--- src/rtl/time_keeper.sv ---
// time_keeper: 1 Hz prescaler plus 24-hour BCD time-of-day counter with
// front-panel minute/hour setting and an HH:MM:00 alarm strobe.
module time_keeper #(
  parameter int CLK_HZ = 100000000
) (
  input  logic       clk,
  input  logic       rst,
  input  logic       run,
  input  logic       set_min_inc,
  input  logic       set_hr_inc,
  input  logic       alarm_en,
  input  logic [1:0] alarm_hr_tens,
  input  logic [3:0] alarm_hr_ones,
  input  logic [2:0] alarm_min_tens,
  input  logic [3:0] alarm_min_ones,
  output logic [3:0] sec_ones,
  output logic [2:0] sec_tens,
  output logic [3:0] min_ones,
  output logic [2:0] min_tens,
  output logic [3:0] hr_ones,
  output logic [1:0] hr_tens,
  output logic       sec_tick,
  output logic       alarm_hit
);

  localparam int PW = $clog2(CLK_HZ);
  localparam logic [PW-1:0] PRESC_TC = PW'(CLK_HZ - 1);

  logic [PW-1:0] presc_q, presc_d;
  logic [3:0]    sec_ones_q, sec_ones_d;
  logic [2:0]    sec_tens_q, sec_tens_d;
  logic [3:0]    min_ones_q, min_ones_d;
  logic [2:0]    min_tens_q, min_tens_d;
  logic [3:0]    hr_ones_q, hr_ones_d;
  logic [1:0]    hr_tens_q, hr_tens_d;
  logic          sec_tick_q, sec_tick_d;
  logic          alarm_hit_q, alarm_hit_d;

  logic set_any;
  logic tick;
  logic sec_wrap;
  logic min_wrap;
  logic alarm_match;

  assign set_any = set_min_inc | set_hr_inc;
  // A set pulse owns the cycle: it clears the prescaler and swallows any tick.
  assign tick    = run & ~set_any & (presc_q == PRESC_TC);

  // Prescaler: free-runs while run=1, cleared by any set pulse, holds otherwise.
  always_comb begin
    presc_d = presc_q;
    if (set_any)
      presc_d = '0;
    else if (run)
      presc_d = (presc_q == PRESC_TC) ? '0 : presc_q + 1'b1;
  end

  assign sec_wrap = (sec_tens_q == 3'd5) && (sec_ones_q == 4'd9);
  assign min_wrap = (min_tens_q == 3'd5) && (min_ones_q == 4'd9);

  // Digit next-state: set increments take priority over the second tick.
  always_comb begin
    sec_ones_d  = sec_ones_q;
    sec_tens_d  = sec_tens_q;
    min_ones_d  = min_ones_q;
    min_tens_d  = min_tens_q;
    hr_ones_d   = hr_ones_q;
    hr_tens_d   = hr_tens_q;
    sec_tick_d  = 1'b0;

    if (set_any) begin
      if (set_min_inc) begin
        // Minute wraps 59->00 on its own; no carry into the hour.
        sec_ones_d = 4'd0;
        sec_tens_d = 3'd0;
        if (min_ones_q == 4'd9) begin
          min_ones_d = 4'd0;
          min_tens_d = (min_tens_q == 3'd5) ? 3'd0 : min_tens_q + 3'd1;
        end else begin
          min_ones_d = min_ones_q + 4'd1;
        end
      end
      if (set_hr_inc) begin
        if (hr_tens_q == 2'd2 && hr_ones_q == 4'd3) begin
          hr_tens_d = 2'd0;
          hr_ones_d = 4'd0;
        end else if (hr_ones_q == 4'd9) begin
          hr_ones_d = 4'd0;
          hr_tens_d = hr_tens_q + 2'd1;
        end else begin
          hr_ones_d = hr_ones_q + 4'd1;
        end
      end
    end else if (tick) begin
      sec_tick_d = 1'b1;
      // Seconds ripple into minutes, minutes into hours, all in one edge.
      if (sec_ones_q != 4'd9) begin
        sec_ones_d = sec_ones_q + 4'd1;
      end else begin
        sec_ones_d = 4'd0;
        if (!sec_wrap) begin
          sec_tens_d = sec_tens_q + 3'd1;
        end else begin
          sec_tens_d = 3'd0;
          if (min_ones_q != 4'd9) begin
            min_ones_d = min_ones_q + 4'd1;
          end else begin
            min_ones_d = 4'd0;
            if (!min_wrap) begin
              min_tens_d = min_tens_q + 3'd1;
            end else begin
              min_tens_d = 3'd0;
              if (hr_tens_q == 2'd2 && hr_ones_q == 4'd3) begin
                hr_tens_d = 2'd0;
                hr_ones_d = 4'd0;
              end else if (hr_ones_q == 4'd9) begin
                hr_ones_d = 4'd0;
                hr_tens_d = hr_tens_q + 2'd1;
              end else begin
                hr_ones_d = hr_ones_q + 4'd1;
              end
            end
          end
        end
      end
    end
  end

  // Alarm compares the post-tick time; legal counters never hold out-of-range
  // BCD, so an out-of-range alarm setting simply never matches.
  assign alarm_match = (sec_ones_d == 4'd0) && (sec_tens_d == 3'd0) &&
                       (min_ones_d == alarm_min_ones) &&
                       (min_tens_d == alarm_min_tens) &&
                       (hr_ones_d  == alarm_hr_ones) &&
                       (hr_tens_d  == alarm_hr_tens);

  // Alarm strobe only on a genuine tick; set cycles have tick forced low.
  always_comb begin
    alarm_hit_d = tick & alarm_en & alarm_match;
  end

  // State registers with synchronous reset to 00:00:00.
  always_ff @(posedge clk) begin
    if (rst) begin
      presc_q     <= '0;
      sec_ones_q  <= 4'd0;
      sec_tens_q  <= 3'd0;
      min_ones_q  <= 4'd0;
      min_tens_q  <= 3'd0;
      hr_ones_q   <= 4'd0;
      hr_tens_q   <= 2'd0;
      sec_tick_q  <= 1'b0;
      alarm_hit_q <= 1'b0;
    end else begin
      presc_q     <= presc_d;
      sec_ones_q  <= sec_ones_d;
      sec_tens_q  <= sec_tens_d;
      min_ones_q  <= min_ones_d;
      min_tens_q  <= min_tens_d;
      hr_ones_q   <= hr_ones_d;
      hr_tens_q   <= hr_tens_d;
      sec_tick_q  <= sec_tick_d;
      alarm_hit_q <= alarm_hit_d;
    end
  end

  assign sec_ones  = sec_ones_q;
  assign sec_tens  = sec_tens_q;
  assign min_ones  = min_ones_q;
  assign min_tens  = min_tens_q;
  assign hr_ones   = hr_ones_q;
  assign hr_tens   = hr_tens_q;
  assign sec_tick  = sec_tick_q;
  assign alarm_hit = alarm_hit_q;

endmodule

--- config.mk ---
export PLATFORM = sky130hd
export DESIGN_NAME = time_keeper
export DESIGN_NICKNAME = d
export VERILOG_FILES = /design/src/rtl/time_keeper.sv
export SDC_FILE = /design/constraint.sdc
export NUM_CORES = 1
export LEC_CHECK = 0
export ABC_AREA = 1
export BUFFER_PORTS_ARGS = -buffer_cell sky130_fd_sc_hd__buf_2
export CORE_MARGIN = 2
export CORE_UTILIZATION = 43
export DETAILED_ROUTE_END_ITERATION = 16
export GPL_TIMING_DRIVEN = 0
export PLACE_DENSITY = 0.65
export SLEW_MARGIN = 5
export SYNTH_ARGS = -nofsm -noshare
export SYNTH_HDL_FRONTEND = slang
export SYNTH_SLANG_ARGS = --single-unit
--- constraint.sdc ---
create_clock -name clk -period 2.6 [get_ports clk]
set_input_delay 0.26 -clock clk [delete_from_list [all_inputs] [get_ports clk]]
set_output_delay 0.26 -clock clk [all_outputs]
set_load 0.03 [all_outputs]
# Yosys cells after proc, flatten, opt, wreduce, memory -nomap -nowiden

Cells that the tools add are included.

Register bits after elaboration: 49
Bits of input ports: 19
Output and inout bits: 22
Logic and storage cells: 92

$add $sub $neg: 7
Eq/ne operators: 14
Muxes and demuxes: 45
Bitwise operators: 6
Reduce and logical (&&, ||, !) cells: 11

Operator list:

| operator                                            | count |
|---|---|
| 2-to-1 mux 4 bit                                    | 20 |
| 2-to-1 mux 3 bit                                    | 14 |
| adder 27 x 1 -> 27 bit, second input constant       | 1 |
| equality test 27 bit, second input constant         | 1 |
| 2-to-1 mux 27 bit                                   | 1 |
| 2-to-1 mux 2 bit                                    | 9 |
| adder 4 x 1 -> 4 bit, second input constant         | 3 |
| equality test 4 bit, second input constant          | 3 |
| equality test 4 bit                                 | 2 |
| logical AND 1 bit                                   | 8 |
| inequality test 4 bit, second input constant        | 2 |
| adder 3 x 1 -> 3 bit, second input constant         | 2 |
| equality test 3 bit, second input constant          | 2 |
| bitwise AND 1 bit                                   | 4 |
| equality test 4 x 2 -> 1 bit, second input constant | 1 |
| zero test 4 bit                                     | 1 |
| equality test 3 bit                                 | 1 |
| zero test 3 bit                                     | 1 |
| adder 2 x 1 -> 2 bit, second input constant         | 1 |
| equality test 2 bit                                 | 1 |
| equality test 2 bit, second input constant          | 1 |
| OR reduction 2 bit                                  | 1 |
| 2-to-1 mux 1 bit                                    | 1 |
| inverter 1 bit                                      | 1 |
| OR 1 bit                                            | 1 |

# Logic depth before layout (Yosys ltp)

Depth in word-level cells: 13
Mapped depth: 18
Depth with buffers taken out: 18

# Least setup slack after synthesis

No wires, ideal clock.

Path kind: register to register
Start: register min_ones_q[0], in the netlist min_ones[0]
End: register alarm_hit_q, in the netlist alarm_hit
Arrival: 1982 ps
Required time: 2488 ps
Path slack: 506 ps
Cell stages (with the launch flop): 17
Path buffers: 0
Clock period less this slack: 2094 ps
Cell sequence: dfxtp_1 > ha_1 > nand3_2 > inv_2 > nand2_1 > nor2_4 > nand3_2 > nand2_4 > nand2_2 > o21ai_2 > nand2_1 > nand2_1 > inv_1 > nand2_1 > nor2_2 > nand2_1 > nor2_2

Longest elaborated chain between the ends: 13
Elaborated cells on any way between the ends: 40
Those cells by class: add/sub (1); eq/ne (6); mux (27); bitwise (1); reduce/logical (5)

RTL lines:

| what                                                                          | RTL line | RTL |
|---|---|---|
| start: declaration                                                            | 32       | `logic [3:0] min_ones_q, min_ones_d;` |
| start signal: assignment                                                      | 158      | `min_ones_q <= min_ones_d;` |
| parallel branches: the longest is 11 deep, another holds adder 4 x 1 -> 4 bit | n/a      |  |
| logical AND 1 bit *                                                           | 134      | `(hr_ones_d == alarm_hr_ones) &&` |
| bitwise AND 1 bit *                                                           | 139      | `alarm_hit_d = tick & alarm_en & alarm_match;` |
| end signal: assignment                                                        | 163      | `alarm_hit_q <= alarm_hit_d;` |
| end: declaration                                                              | 37       | `logic alarm_hit_q, alarm_hit_d;` |

Every way passes the cells marked *.
A chain may end at the register's enable or synchronous reset.

# Final worst setup path

Ends and elaborated chain as after synthesis.

==> summary.md <==
The run finished with clean final reports. The tool flagged a number of max-cap violations equal to 0. Measured along the x axis, the die boundary spans 92.80 um.

The critical path is of the flip-flop to flip-flop type. In this run the clock root is driven by a sky130_fd_sc_hd__clkbuf_8. The run gives 0 as the total of warnings raised by yosys. The logs give 16 for the maximum number of pins on one net before global-route repair and 8612 um^2 for the die outline area. The run gives 0 as the post-cts hold buffer count.

The tools report the worst setup path startpoint as min_ones[0]$_SDFF_PP0_. Walking the worst path, the cells encountered are ha_1 -> nand3_2 -> inv_2 -> nand2_1 -> nor2_4 -> nand3_2 -> nand2_4 -> nand2_2 -> o21ai_2 -> nor2_1 -> nor2_1 -> nand2_1 -> nor2_2 -> nand2_1 -> nor2_2. For the worst setup path, the data arrival time is 2510 ps.

The combined flip-flop and latch cell area is 980.9 um^2. The logs give 2 for the H-tree depth reported by CTS and 0.521 for the power share of the sequential group. In this run the worst path has a maximum fanout of 8. Adding up every negative setup slack in the final design gives 0 ps. The congestion estimate from routability-driven global placement came to 0.8611. Setup repair after global routing left no endpoint under its margin. Via count of the first global-routing pass: 3265. The number of antenna-violating nets in the routed design was 0; the minimum period implied by the final worst setup slack was 2253 ps. Counting flops and latches in the post-synthesis netlist gives 49. The slew at the pin closest to its max-slew limit was 644.0 ps; the core area was 7687 um^2.

The post-synthesis async set-or-reset flop share was 0. Global-route total usage across every layer: 0.2046. The number of antenna violations at the first check in global routing was 0. The tightest min-delay check is of the input pin to flip-flop type.

The tools report the relative contribution of the clock network to total power as 0.301. In this run the most critical hold path is launched from rst. The wire length of the first global-routing pass is 14460 um, and the mapped cell area is 3391 um^2.

The post-route fraction of the period consumed by the critical path was 0.8665. The instance area at placement was 3709 um^2. The number of pins exceeding their max-slew limit in the final report was 0; the vertical extent of the die was 92.80 um.

The worst-case IR drop observed on VDD is 0.2446 mV. The cell that appears most often on the critical path is sky130_fd_sc_hd__nand2_1. The repair_antennas step left the layout with diodes totalling 0.

The final core utilization was 0.4935; the number of nets in the layout was 600. The unique cell type count in the Yosys netlist was 40. In this run, synthesis inferred 0 flip-flops with an integrated enable.

The power per cell area was 400.8 nW/um^2. Buffers inserted during clock tree synthesis total 5. The startpoint identified for the worst register-to-register timing path is min_ones[0]$_SDFF_PP0_. The remaining max-slew budget at the tightest pin is 0.5707.

Of all cell types, the one taking the most synthesized area is sky130_fd_sc_hd__dfxtp_1. In this run the static leakage power is 1.635 nW. The tools report the synthesized instance count as 526. Clock-pin slew was measured on the worst setup and hold paths at 100 ps.

The maximum single-stage delay on the critical path was 480 ps; the multi-input combinational cell area was 2074 um^2. Portion of synthesized cell area occupied by the leading cell type: 0.2893. Number of cell instances on the worst register-to-register path: 15.

Prevailing post-synth register cell: sky130_fd_sc_hd__dfxtp_1. The average size of a mapped cell works out to 6.446 um^2. The worst setup path is captured at a flip-flop. The number of buffers inserted by post-CTS setup repair is 0, and the highest clock rate is 0.4439 GHz. The number of setup violations in the final report came out at 0. The clock network latency to the later pin of the worst-skew pair was 310 ps; the final standard cell area without fillers was 3794 um^2. The startpoint type of the worst setup path is a flip-flop. Clock skew on the completed layout was measured at 9.975 ps. The pre-antenna-repair detailed-routing pass consisted of 5 iterations.

After detailed routing, the number of remaining DRC violations is 0. After legalization and detailed placement, the total HPWL measured 6607 um. The maximum number of buffers from clock root to sink was 2; the layout overhead on the synthesized area was 11.88%. In this run, the number of DRC markers left after iteration 0 of detailed routing was 233. Average via count per standard cell: 5.184.

The residual overflow from global routing is 0, and the total power is 1.521 mW. The hold-critical path depth works out to 2. The logs give 0 for the number of hold violations in the final report and 0 for the post-cts sizing count.

The tools report the total vias in the final route as 3489. The logs give 0.4411 for the starting density of the core and 350 ps for the slack of the worst reg-to-reg path. The endpoint identified for the worst register-to-register timing path is alarm_hit$_SDFF_PP0_.

The layout cell share with drive strength beyond 1 works out to 0.1751. The worst hold path terminates at sec_tick$_SDFF_PP0_. The layout has 818 filler cells. The worst-path cell with the longest stage delay was sky130_fd_sc_hd__dfxtp_1. In this run the count of I/O pins placed on the die edge is 41.

The tools report the total nets after synthesis as 555. The floorplan has 32 rows. TritonCTS built the clock tree. The number of buffers added on ports was 38; the fraction of power spent switching nets was 0.3122. Across all hold checks on the routed design, the worst slack comes to 169.5 ps.

Ranked by total cell area, the synthesized netlist is headed by sky130_fd_sc_hd__dfxtp_1, sky130_fd_sc_hd__nand2_1, sky130_fd_sc_hd__nor2_1, sky130_fd_sc_hd__inv_1, sky130_fd_sc_hd__nand3_1. The total net switching power was 0.4748 mW. The share of the yosys chip area belonging to registers is 0.2893. The count of clock tree sinks was 49; the wire length per cell was 12.55 um. The internal power of the cells totals 1.046 mW. The logic gate share of total power was 0.178. Data on the critical path is required at its endpoint by 2860 ps. The routed design has 8448 um of wire.
-- placed cells by master, fill, tap and decap left out, types with 2 or more instances in the layout --
cell type / Yosys / final
sky130_fd_sc_hd__nor2_2: 11 / 11
sky130_fd_sc_hd__nor2_4: 6 / 6
sky130_fd_sc_hd__inv_1: 67 / 67
sky130_fd_sc_hd__ha_1: 10 / 10
sky130_fd_sc_hd__inv_2: 8 / 8
sky130_fd_sc_hd__buf_2: 1 / 39
sky130_fd_sc_hd__nand3_2: 9 / 9
sky130_fd_sc_hd__nand2_1: 127 / 127
sky130_fd_sc_hd__xor2_1: 10 / 10
sky130_fd_sc_hd__nand3b_1: 4 / 4
sky130_fd_sc_hd__o31ai_1: 2 / 2
sky130_fd_sc_hd__o21ai_0: 12 / 12
sky130_fd_sc_hd__nand4_1: 19 / 19
sky130_fd_sc_hd__a22oi_1: 6 / 6
sky130_fd_sc_hd__nor2_1: 71 / 71
sky130_fd_sc_hd__dfxtp_1: 49 / 49
sky130_fd_sc_hd__clkbuf_8: 0 / 5
sky130_fd_sc_hd__o21ai_2: 2 / 2
sky130_fd_sc_hd__nand2_2: 9 / 9
sky130_fd_sc_hd__clkbuf_1: 3 / 3
sky130_fd_sc_hd__a21oi_1: 16 / 16
sky130_fd_sc_hd__o21a_1: 3 / 3
sky130_fd_sc_hd__o21ai_1: 3 / 3
sky130_fd_sc_hd__nand3_1: 44 / 44
sky130_fd_sc_hd__nor3_1: 14 / 14
sky130_fd_sc_hd__buf_4: 3 / 3
sky130_fd_sc_hd__nor3b_1: 3 / 3
-- power groups by stage --
stage | clock network, mW | registers [mW] | logic (mW)
floorplan | 0 | 0.837 | 0.165
global route | 0.511 | 0.796 | 0.305
detailed placement | 0 | 0.809 | 0.269
global placement | 0 | 0.807 | 0.264
CTS | 0.471 | 0.792 | 0.270
finish | 0.458 | 0.792 | 0.270
-- cells in the mapped netlist, types with 2 or more instances --
cell and n:
sky130_fd_sc_hd__a21oi_1 16, sky130_fd_sc_hd__a22oi_1 6, sky130_fd_sc_hd__buf_4 3, sky130_fd_sc_hd__clkbuf_1 3
sky130_fd_sc_hd__dfxtp_1 49, sky130_fd_sc_hd__ha_1 10, sky130_fd_sc_hd__inv_1 67, sky130_fd_sc_hd__inv_2 8
sky130_fd_sc_hd__nand2_1 127, sky130_fd_sc_hd__nand2_2 9, sky130_fd_sc_hd__nand3_1 44, sky130_fd_sc_hd__nand3_2 9
sky130_fd_sc_hd__nand3b_1 4, sky130_fd_sc_hd__nand4_1 19, sky130_fd_sc_hd__nor2_1 71, sky130_fd_sc_hd__nor2_2 11
sky130_fd_sc_hd__nor2_4 6, sky130_fd_sc_hd__nor3_1 14, sky130_fd_sc_hd__nor3b_1 3, sky130_fd_sc_hd__o21a_1 3
sky130_fd_sc_hd__o21ai_0 12, sky130_fd_sc_hd__o21ai_1 3, sky130_fd_sc_hd__o21ai_2 2, sky130_fd_sc_hd__o31ai_1 2
sky130_fd_sc_hd__xor2_1 10
-- area by class of cell --
| cell class | count | area share |
|---|---|---|
| inverters | 75 | 0.07421 |
| clock buffers | 5 | 0.01814 |
| plain buffers | 8 | 0.01418 |
| repair buffers | 38 | 0.05013 |
| clock inverters | 2 | 0.004288 |
| multi-input cells | 394 | 0.5468 |
| flip-flops and latches | 49 | 0.2586 |
| well taps | 102 | 0.03364 |
-- through the flow --
step | setup slack, ps | cells
after global placement | 435.5 | 666
after detailed placement | 355.9 | 666
after floorplan | 506.4 | 526
after global routing | 148.1 | 673
after CTS | 349.0 | 673
final | 347.2 | 673
-- cell families (layout without fill, tap and decap cells) --
kind of cell	count (synthesis)	in the layout	synth area share
adder cells (fa/ha/maj)	10	10	0.03690
AND/OR/NAND/NOR	324	324	0.4587
flip-flops	49	49	0.2893
buffers and inverters	83	128	0.09889
XOR/XNOR	11	11	0.02841
AO/OA/AOI/OAI	49	49	0.08782
-- how the worst max path moves through the flow --
stage	slack [ps]	endpoint	cells past startpoint
CTS	350	alarm_hit$_SDFF_PP0_	15
floorplan	510	alarm_hit$_SDFF_PP0_	16
global placement	440	alarm_hit$_SDFF_PP0_	15
detailed placement	360	alarm_hit$_SDFF_PP0_	15
global route	150	alarm_hit$_SDFF_PP0_	15
finish	350	alarm_hit$_SDFF_PP0_	15
-- sequential cells by signal, indices dropped and copies added, names as in the netlist --
name and count:
sec_tens 3, min_tens 3, sec_ones 4, min_ones 4, hr_ones 4, sec_tick 1
hr_tens 2, presc_q 27, alarm_hit 1
-- metal layers --
| layer | global-route usage | share of wire | up-vias |
|---|---|---|---|
| met5 | 0 | 0 | - |
| met4 | 0.05392 | 0.013 | 0 |
| met3 | 0.03743 | 0.052 | 11 |
| met2 | 0.3285 | 0.45 | 86 |
| met1 | 0.2821 | 0.49 | 1597 |
| li1 | - | - | 1795 |
-- critical path, delay by kind of cell (launching register included) --
family	cells	cell delay [ps]
AND/OR/NAND/NOR	12	1290
AO/OA/AOI/OAI	1	70
buffers and inverters	1	140
flip-flops	1	480
adder cells (fa/ha/maj)	1	220
Power figures use the tool's default switching activity.
